File: config.mk
export PLATFORM = sky130hd
export DESIGN_NAME = sram_fifo_tx
export DESIGN_NICKNAME = d
export VERILOG_FILES = /design/src/rtl/sram_fifo_tx_pkg.sv /design/src/rtl/sram_fifo_tx_bit_timer.sv /design/src/rtl/sram_fifo_tx.sv
export SDC_FILE = /design/constraint.sdc
export NUM_CORES = 1
export LEC_CHECK = 0
export BUFFER_PORTS_ARGS = -buffer_cell sky130_fd_sc_hd__clkbuf_2
export CAP_MARGIN = 20
export CORE_MARGIN = 2
export CORE_UTILIZATION = 58
export DETAILED_ROUTE_END_ITERATION = 8
export GPL_TIMING_DRIVEN = 1
export HOLD_SLACK_MARGIN = 0.05
export MAX_ROUTING_LAYER = met4
export PLACE_DENSITY = 0.78
export SYNTH_ARGS = -nofsm -noshare
export SYNTH_HDL_FRONTEND = slang
export SYNTH_SLANG_ARGS = --single-unit
File: constraint.sdc
create_clock -name clk -period 2.62 [get_ports clk]
set_clock_uncertainty 0.05 [all_clocks]
set_input_delay 0.524 -clock clk [delete_from_list [all_inputs] [get_ports clk]]
set_output_delay 0.524 -clock clk [all_outputs]
set_load 0.005 [all_outputs]
File: src/rtl/sram_fifo_tx_pkg.sv
// sram_fifo_tx_pkg
//   Shared definitions for the serial FIFO transmitter:
//   - state encodings (3-bit, IDLE=0 .. STOP=5)
//   - idle line level of the serial output
//   - width helper for counters sized by $clog2 with a floor of 1 bit
package sram_fifo_tx_pkg;

  typedef enum logic [2:0] {
    S_IDLE  = 3'd0,
    S_FETCH = 3'd1,
    S_LOAD  = 3'd2,
    S_START = 3'd3,
    S_DATA  = 3'd4,
    S_STOP  = 3'd5
  } state_t;

  localparam logic IDLE_LEVEL = 1'b1;

  // Counter width for a count of n: $clog2(n), never narrower than 1 bit.
  function automatic int cnt_width(input int n);
    return (n <= 2) ? 1 : $clog2(n);
  endfunction

endpackage

File: src/rtl/sram_fifo_tx_bit_timer.sv
// bit_timer
//   Free-running bit-period timer. Counts 0..CLKS_PER_BIT-1 and wraps.
//   Ports:
//     clk       in   clock, rising edge
//     rst       in   asynchronous active-high reset
//     clear     in   restart the period (asserted on every parent state change)
//     tick      out  high on the last cycle of each bit period
//     tick_next out  value tick will have in the next cycle; lets the parent
//                    register outputs that line up with the last cycle
module bit_timer
  import sram_fifo_tx_pkg::*;
#(
  parameter int CLKS_PER_BIT = 4
) (
  input  logic clk,
  input  logic rst,
  input  logic clear,
  output logic tick,
  output logic tick_next
);

  localparam int TW = cnt_width(CLKS_PER_BIT);
  localparam logic [TW-1:0] LAST = TW'(CLKS_PER_BIT - 1);

  logic [TW-1:0] r_count;
  logic [TW-1:0] w_count_next;

  // NOTE: every signal assigned in always_comb gets a default first, so no
  // path leaves it unassigned and no latch is inferred.
  always_comb begin
    w_count_next = r_count + TW'(1);
    if (clear || (r_count == LAST)) begin
      w_count_next = '0;
    end
  end

  // NOTE: sequential state uses non-blocking assignments so every flop
  // samples pre-edge values regardless of statement order.
  always_ff @(posedge clk or posedge rst) begin
    if (rst) begin
      r_count <= '0;
    end else begin
      r_count <= w_count_next;
    end
  end

  assign tick      = (r_count == LAST);
  assign tick_next = (w_count_next == LAST);

endmodule

File: src/rtl/sram_fifo_tx.sv
// sram_fifo_tx
//   Drains an 8-bit SRAM FIFO one packet at a time and shifts each packet out
//   LSB first, framed by a start bit (0) and a stop bit (1), each bit held for
//   CLKS_PER_BIT cycles. The FIFO has no protection of its own, so every read
//   is gated by fifo_empty.
//   Ports:
//     clk        in   clock, rising edge
//     rst        in   asynchronous active-high reset
//     enable     in   permits starting a new frame (checked only in IDLE and
//                     on the last stop-bit cycle)
//     fifo_empty in   FIFO holds no unread packet
//     fifo_read  out  one-cycle read strobe to the FIFO
//     fifo_data  in   FIFO output packet, valid the cycle after fifo_read
//     tx         out  serial line, idles high
//     busy       out  high whenever the FSM is not idle
//     done       out  one-cycle pulse on the final stop-bit cycle
module sram_fifo_tx
  import sram_fifo_tx_pkg::*;
#(
  parameter int BITS         = 8,
  parameter int CLKS_PER_BIT = 4
) (
  input  logic            clk,
  input  logic            rst,
  input  logic            enable,
  input  logic            fifo_empty,
  output logic            fifo_read,
  input  logic [BITS-1:0] fifo_data,
  output logic            tx,
  output logic            busy,
  output logic            done
);

  localparam int CW = cnt_width(BITS);
  localparam logic [CW-1:0] LAST_BIT = CW'(BITS - 1);

  state_t          r_state;
  state_t          w_state_next;
  logic [BITS-1:0] r_shift;
  logic [BITS-1:0] w_shift_next;
  logic [CW-1:0]   r_bit_cnt;
  logic [CW-1:0]   w_bit_cnt_next;
  logic            r_tx;
  logic            r_fifo_read;
  logic            r_busy;
  logic            r_done;
  logic            w_tx_next;
  logic            w_done_next;
  logic            w_tick;
  logic            w_tick_next;
  logic            w_state_change;
  logic            w_start_ok;

  assign w_start_ok     = enable && !fifo_empty;
  assign w_state_change = (w_state_next != r_state);

  bit_timer #(
    .CLKS_PER_BIT(CLKS_PER_BIT)
  ) u_bit_timer (
    .clk      (clk),
    .rst      (rst),
    .clear    (w_state_change),
    .tick     (w_tick),
    .tick_next(w_tick_next)
  );

  // Next-state logic.
  always_comb begin
    w_state_next = r_state;
    case (r_state)
      S_IDLE:  if (w_start_ok) w_state_next = S_FETCH;
      S_FETCH: w_state_next = S_LOAD;
      S_LOAD:  w_state_next = S_START;
      S_START: if (w_tick) w_state_next = S_DATA;
      S_DATA:  if (w_tick && (r_bit_cnt == LAST_BIT)) w_state_next = S_STOP;
      S_STOP:  if (w_tick) w_state_next = w_start_ok ? S_FETCH : S_IDLE;
      default: w_state_next = S_IDLE;
    endcase
  end

  // Datapath: packet captured in LOAD (the cycle fifo_data is valid), then
  // shifted right once per completed data bit so bit 0 is always the one on air.
  always_comb begin
    w_bit_cnt_next = r_bit_cnt;
    w_shift_next   = r_shift;
    if (w_state_change) begin
      w_bit_cnt_next = '0;
    end
    if (r_state == S_LOAD) begin
      w_shift_next = fifo_data;
    end else if ((r_state == S_DATA) && w_tick && !w_state_change) begin
      w_bit_cnt_next = r_bit_cnt + CW'(1);
      w_shift_next   = r_shift >> 1;
    end
  end

  // Outputs are registered from the next state so they change together with
  // the state register rather than a cycle later.
  always_comb begin
    w_tx_next = IDLE_LEVEL;
    case (w_state_next)
      S_START: w_tx_next = 1'b0;
      S_DATA:  w_tx_next = w_shift_next[0];
      default: w_tx_next = IDLE_LEVEL;
    endcase
    w_done_next = (w_state_next == S_STOP) && w_tick_next;
  end

  always_ff @(posedge clk or posedge rst) begin
    if (rst) begin
      r_state     <= S_IDLE;
      r_shift     <= '0;
      r_bit_cnt   <= '0;
      r_tx        <= IDLE_LEVEL;
      r_fifo_read <= 1'b0;
      r_busy      <= 1'b0;
      r_done      <= 1'b0;
    end else begin
      r_state     <= w_state_next;
      r_shift     <= w_shift_next;
      r_bit_cnt   <= w_bit_cnt_next;
      r_tx        <= w_tx_next;
      r_fifo_read <= (w_state_next == S_FETCH);
      r_busy      <= (w_state_next != S_IDLE);
      r_done      <= w_done_next;
    end
  end

  assign tx        = r_tx;
  assign fifo_read = r_fifo_read;
  assign busy      = r_busy;
  assign done      = r_done;

endmodule
# == After elaboration in Yosys (flattened, before gate mapping) ==
# Cells that the tools add are included.
# word_totals
ram_bits,0
mem_bits_ro,0
word_cells,48
regBits,20
input_bits,12
latch_bits,0
n_memories,0
output_inout_bits,4
# classes
n_bitwise,0
magnitude_cmp,0
eq_ne,13
n_reduce_logical,11
add_sub_neg,2
n_mux,13
mul,0
div_mod_pow,0
shifts,0
# op_table
operator,count
two-way mux 3 bit,7
case mux 3 bit (6 select lines),1
two-way mux 8 bit,2
equality test 3 bit (second input constant),5
equality test 3 x 2 -> 1 bit (second input constant),3
equality test 3 x 1 -> 1 bit (second input constant),2
logical AND 1 bit,5
equality test 2 bit (second input constant),2
adder 3 x 1 -> 3 bit (second input constant),1
logical NOT 3 bit,1
inequality test 3 bit,1
nonzero test 3 bit,1
adder 2 x 1 -> 2 bit (second input constant),1
logical NOT 1 bit,2
two-way mux 2 bit,1
case mux 1 bit (2 select lines),1
nonzero test 2 bit,1
logical OR 1 bit,1
two-way mux 1 bit,1

# == Depth between registers and ports, before layout ==
# logic_depth
word_depth,11
ltp_mapped,7
depth_no_buf,6

# == By module ==
# A second synthesis with hierarchy kept.
# unflattened
cells_unflattened,104
hier_area_um2,1052.3
# by_module_without_submodules
module,seq_area_each_um2,cells_each,n_inst,area_per_inst_um2
sram_fifo_tx,451.7,97,1,958.4
bit_timer,50.0,7,1,93.8

# == Worst setup path before layout ==
# OpenSTA, ideal clock, no wires.
# synth_path
path_type,reg-to-reg
start,reg r_bit_cnt[0]
end,reg r_shift[3]
setup_ns,0.125
stages_incl_launch_ff,8
arrival_ns,1.580
setup_slack_ns,0.865
period_less_slack_ns,1.755
required_ns,2.445
path_cell_list,dfrtp_1 -> ha_1 -> ha_1 -> and3b_4 -> and2_2 -> buf_4 -> mux2i_1 -> o21ai_1
# synth_between
elab_chain_len,8
# synth_rtl
item,line_no,rtl
"start, declared",sram_fifo_tx.sv:41,logic [CW-1:0] r_bit_cnt;
"start signal, assigned",sram_fifo_tx.sv:121,r_bit_cnt <= w_bit_cnt_next;
equality test 3 bit,sram_fifo_tx.sv:75,S_DATA: if (w_tick && (r_bit_cnt == LAST_BIT)) w_state_next = S_STOP;
logical AND 1 bit,sram_fifo_tx.sv:75,
two-way mux 3 bit,sram_fifo_tx.sv:75,
case mux 3 bit (6 select lines),sram_fifo_tx.sv:70,case (r_state)
inequality test 3 bit,sram_fifo_tx.sv:55,assign w_state_change = (w_state_next != r_state);
logical NOT 1 bit,sram_fifo_tx.sv:91,end else if ((r_state == S_DATA) && w_tick && !w_state_change) begin
logical AND 1 bit,sram_fifo_tx.sv:91,
nonzero test 2 bit (no line),--,
"end signal, assigned",sram_fifo_tx.sv:120,r_shift <= w_shift_next;
"end, declared",sram_fifo_tx.sv:39,logic [BITS-1:0] r_shift;
# Every way passes these cells.
# A chain may end at the register's enable or synchronous reset.

# == Worst setup path in the final report ==
# Same ends and word-level chain as after synthesis.

==> results.txt <==
CP Buf/Inv Count = 0
Initial DRC Count = 48
Final ANT Viol Nets = 0
Yosys cell types = 39
Final Max Slew Viols = 0
Arr. time, crit path = 2040 ps
I/O Pins = 16
hold-fix buffers at CTS = 0
fmax = 525 MHz
post-cts resize count = 0
clock slew at reported path FFs = 110 ps
Detailed Place HPWL = 1.34 mm
slowest CP cell = dfrtp_1
number of synthesized flops with an enable pin = 0
Crit Path Class = reg -> reg
Num CTS Buffers = 3
Primary FF master, synth = dfrtp_1
routed wire length per instance = 14.3 µm
Post-Syn Area = 0.00102 mm²
Die Ht = 45.9 µm
CTS sink count = 20
max incr delay on CP = 420 ps
CTS HTree Levels = 1
CP endpoint kind = register
Synth Register Bits = 20
Top delay family on crit path = simple AND/OR/NAND/NOR gates
first-pass GRT wire length = 3.11 mm
final WL = 1.78 mm
# DRC = 0
number of global-route vias before repair = 706
CP max FO = 10
CP dominant cell by count = ha_1
commonest cells in the netlist = 19 x dfrtp_1, 14 x nand2_1, 5 x a22oi_1, 5 x nor2_1
DR pass1 iterations = 4
Fin Setup TNS = 0 ps
antenna violations before repair = 0
register area share after synthesis = 49.3%
Syn Nets = 109
Leak = 0.554 nW
VDD IR max = 0.552 mV
share of cells above drive strength 1 = 28.7%
top-count cell post-synth = dfrtp_1
Area Growth Syn to Fin = 8.84%
minimum clock period = 1910 ps
GRT Total Usage = 20.9%
DIE WIDTH = 45.9 µm
Final Hold Vio Count = 0
CP Depth = 6
slew margin rel. = 51.4%
core footprint = 0.00169 mm²
fillcell total = 132
clock insertion delay at the later pin of the skew report = 290 ps
Final Power = 1.07 mW
n_diodes = 0
largest net degree at the start of global routing = 21
Port Buffers = 15
power per cell area = 961 mW/mm²
nets = 124
Ys Warns = 0
Synth area leader = dfrtp_1
crit-path cells = ha_1 > ha_1 > and3b_4 > and2_2 > mux2i_1 > o21ai_1
top cells by area, synth = dfrtp_1 47%, nand2_1 5.2%, a22oi_1 3.7%
max-cap violations = 0
worst r2r path cells = 6
Overflow after GRT = 0
Worst Hold Class = in -> async
initial core utilization = 60.3%
Mapped Cells = 94
Synth top area share = 46.7%
total setup buffers inserted after CTS = 0
Async SR Flop Fraction = 100%
CTS tree = yes
Worst setup SP type = register
CTS Buffer Depth = 2
Die Footprint = 0.00211 mm²
R2R setup slack = 710 ps
worst slew pin tran = 728 ps
RSZ-0062 raised after global routing = no
Tcrit/Tclk final = 72.7%
Mean Syn Cell Area = 10.8 µm²
via/cell ratio = 6.00
Setup Viol. Count Final = 0
RePlAce Congestion = 0.867
Worst EP required = 2760 ps
vias = 750
status = finished, final reports clean
final core utilization = 65.6%
clk root buf = clkbuf_4
Site Rows = 15
==> report_power, final <==
part	internal [mW]	switching, mW
Clock	0.0846	0.0895
Sequential	0.415	0.0977
Combinational	0.176	0.203
==> routing by layer <==
metal	share of wire (%)	wire, µm	up-vias	GRT usage (%)
met5	0	0	-	-
met4	0	0	0	6.29
met3	4.7	84	0	4.37
met2	48	859	18	31.4
met1	47	839	364	28.3
li1	-	-	368	-
==> path summary, 6_finish.rpt <==
path	start	endpoint
max	r_bit_cnt[0]	r_shift[3]
min	rst	r_shift[3]
max reg2reg	r_bit_cnt[0]	r_shift[3]
min reg2reg	u_bit_timer.r_count[0]	u_bit_timer.r_count[0]
max in group asynchronous	rst	r_shift[1]
min in group clk	fifo_data[7]	r_shift[7]
==> worst register-to-register path, delay by kind of cell, from the launching register on <==
family,cells,cell delay [ps]
AO/OA/AOI/OAI,1,80
multiplexers,1,230
flip-flops,1,420
AND/OR/NAND/NOR,2,600
adder cells (fa/ha/maj),2,420
==> final cells by class <==
type / instances / area (µm²) / area share, %
Sequential cell: 20 / 502 / 45.3
Multi-Input combinational cell: 64 / 454 / 41.0
Timing Repair Buffer: 15 / 75.1 / 6.77
Clock buffer: 4 / 36.3 / 3.27
Tap cell: 17 / 21.3 / 1.92
Inverter: 5 / 20.0 / 1.81
==> per-stage QoR <==
step / instances / hold slack (ps) / setup slack (ps) / area [µm²]
after floorplan: 94 / 377 / 865 / 1020
after global placement: 121 / 398 / 830 / 1070
after detailed placement: 121 / 421 / 722 / 1070
after CTS: 125 / 291 / 707 / 1110
after global routing: 125 / 334 / 590 / 1110
final: 125 / 263 / 714 / 1110
==> cells by family (layout without fill, tap and decap cells) <==
family	Yosys count	count (layout)	synth area share [%]
mux	2	2	2.46
flops	20	20	49.3
simple gates	38	38	21.4
buf+inv	10	24	6.14
compound gates	21	21	17.1
fa+ha+maj	3	3	3.69
==> sequential cells by signal (all words and copies together) (netlist names) <==
signal,flops
r_bit_cnt,3
tx,1
fifo_read,1
u_bit_timer.r_count,2
r_shift,8
r_state,3
done,1
busy,1
==> cell usage in the layout, fill, tap and decap left out, types with 2 or more instances in the layout <==
cell / n
a22o_1: 2
a22oi_1: 5
clkbuf_2: 15
clkbuf_4: 3
dfrtp_1: 19
ha_1: 3
inv_1: 4
nand2_1: 14
nand3_1: 2
nor2_1: 5
nor2_4: 2
nor3_1: 4
o21ai_0: 3
o21ai_1: 2
Power figures use the tool's default switching activity.
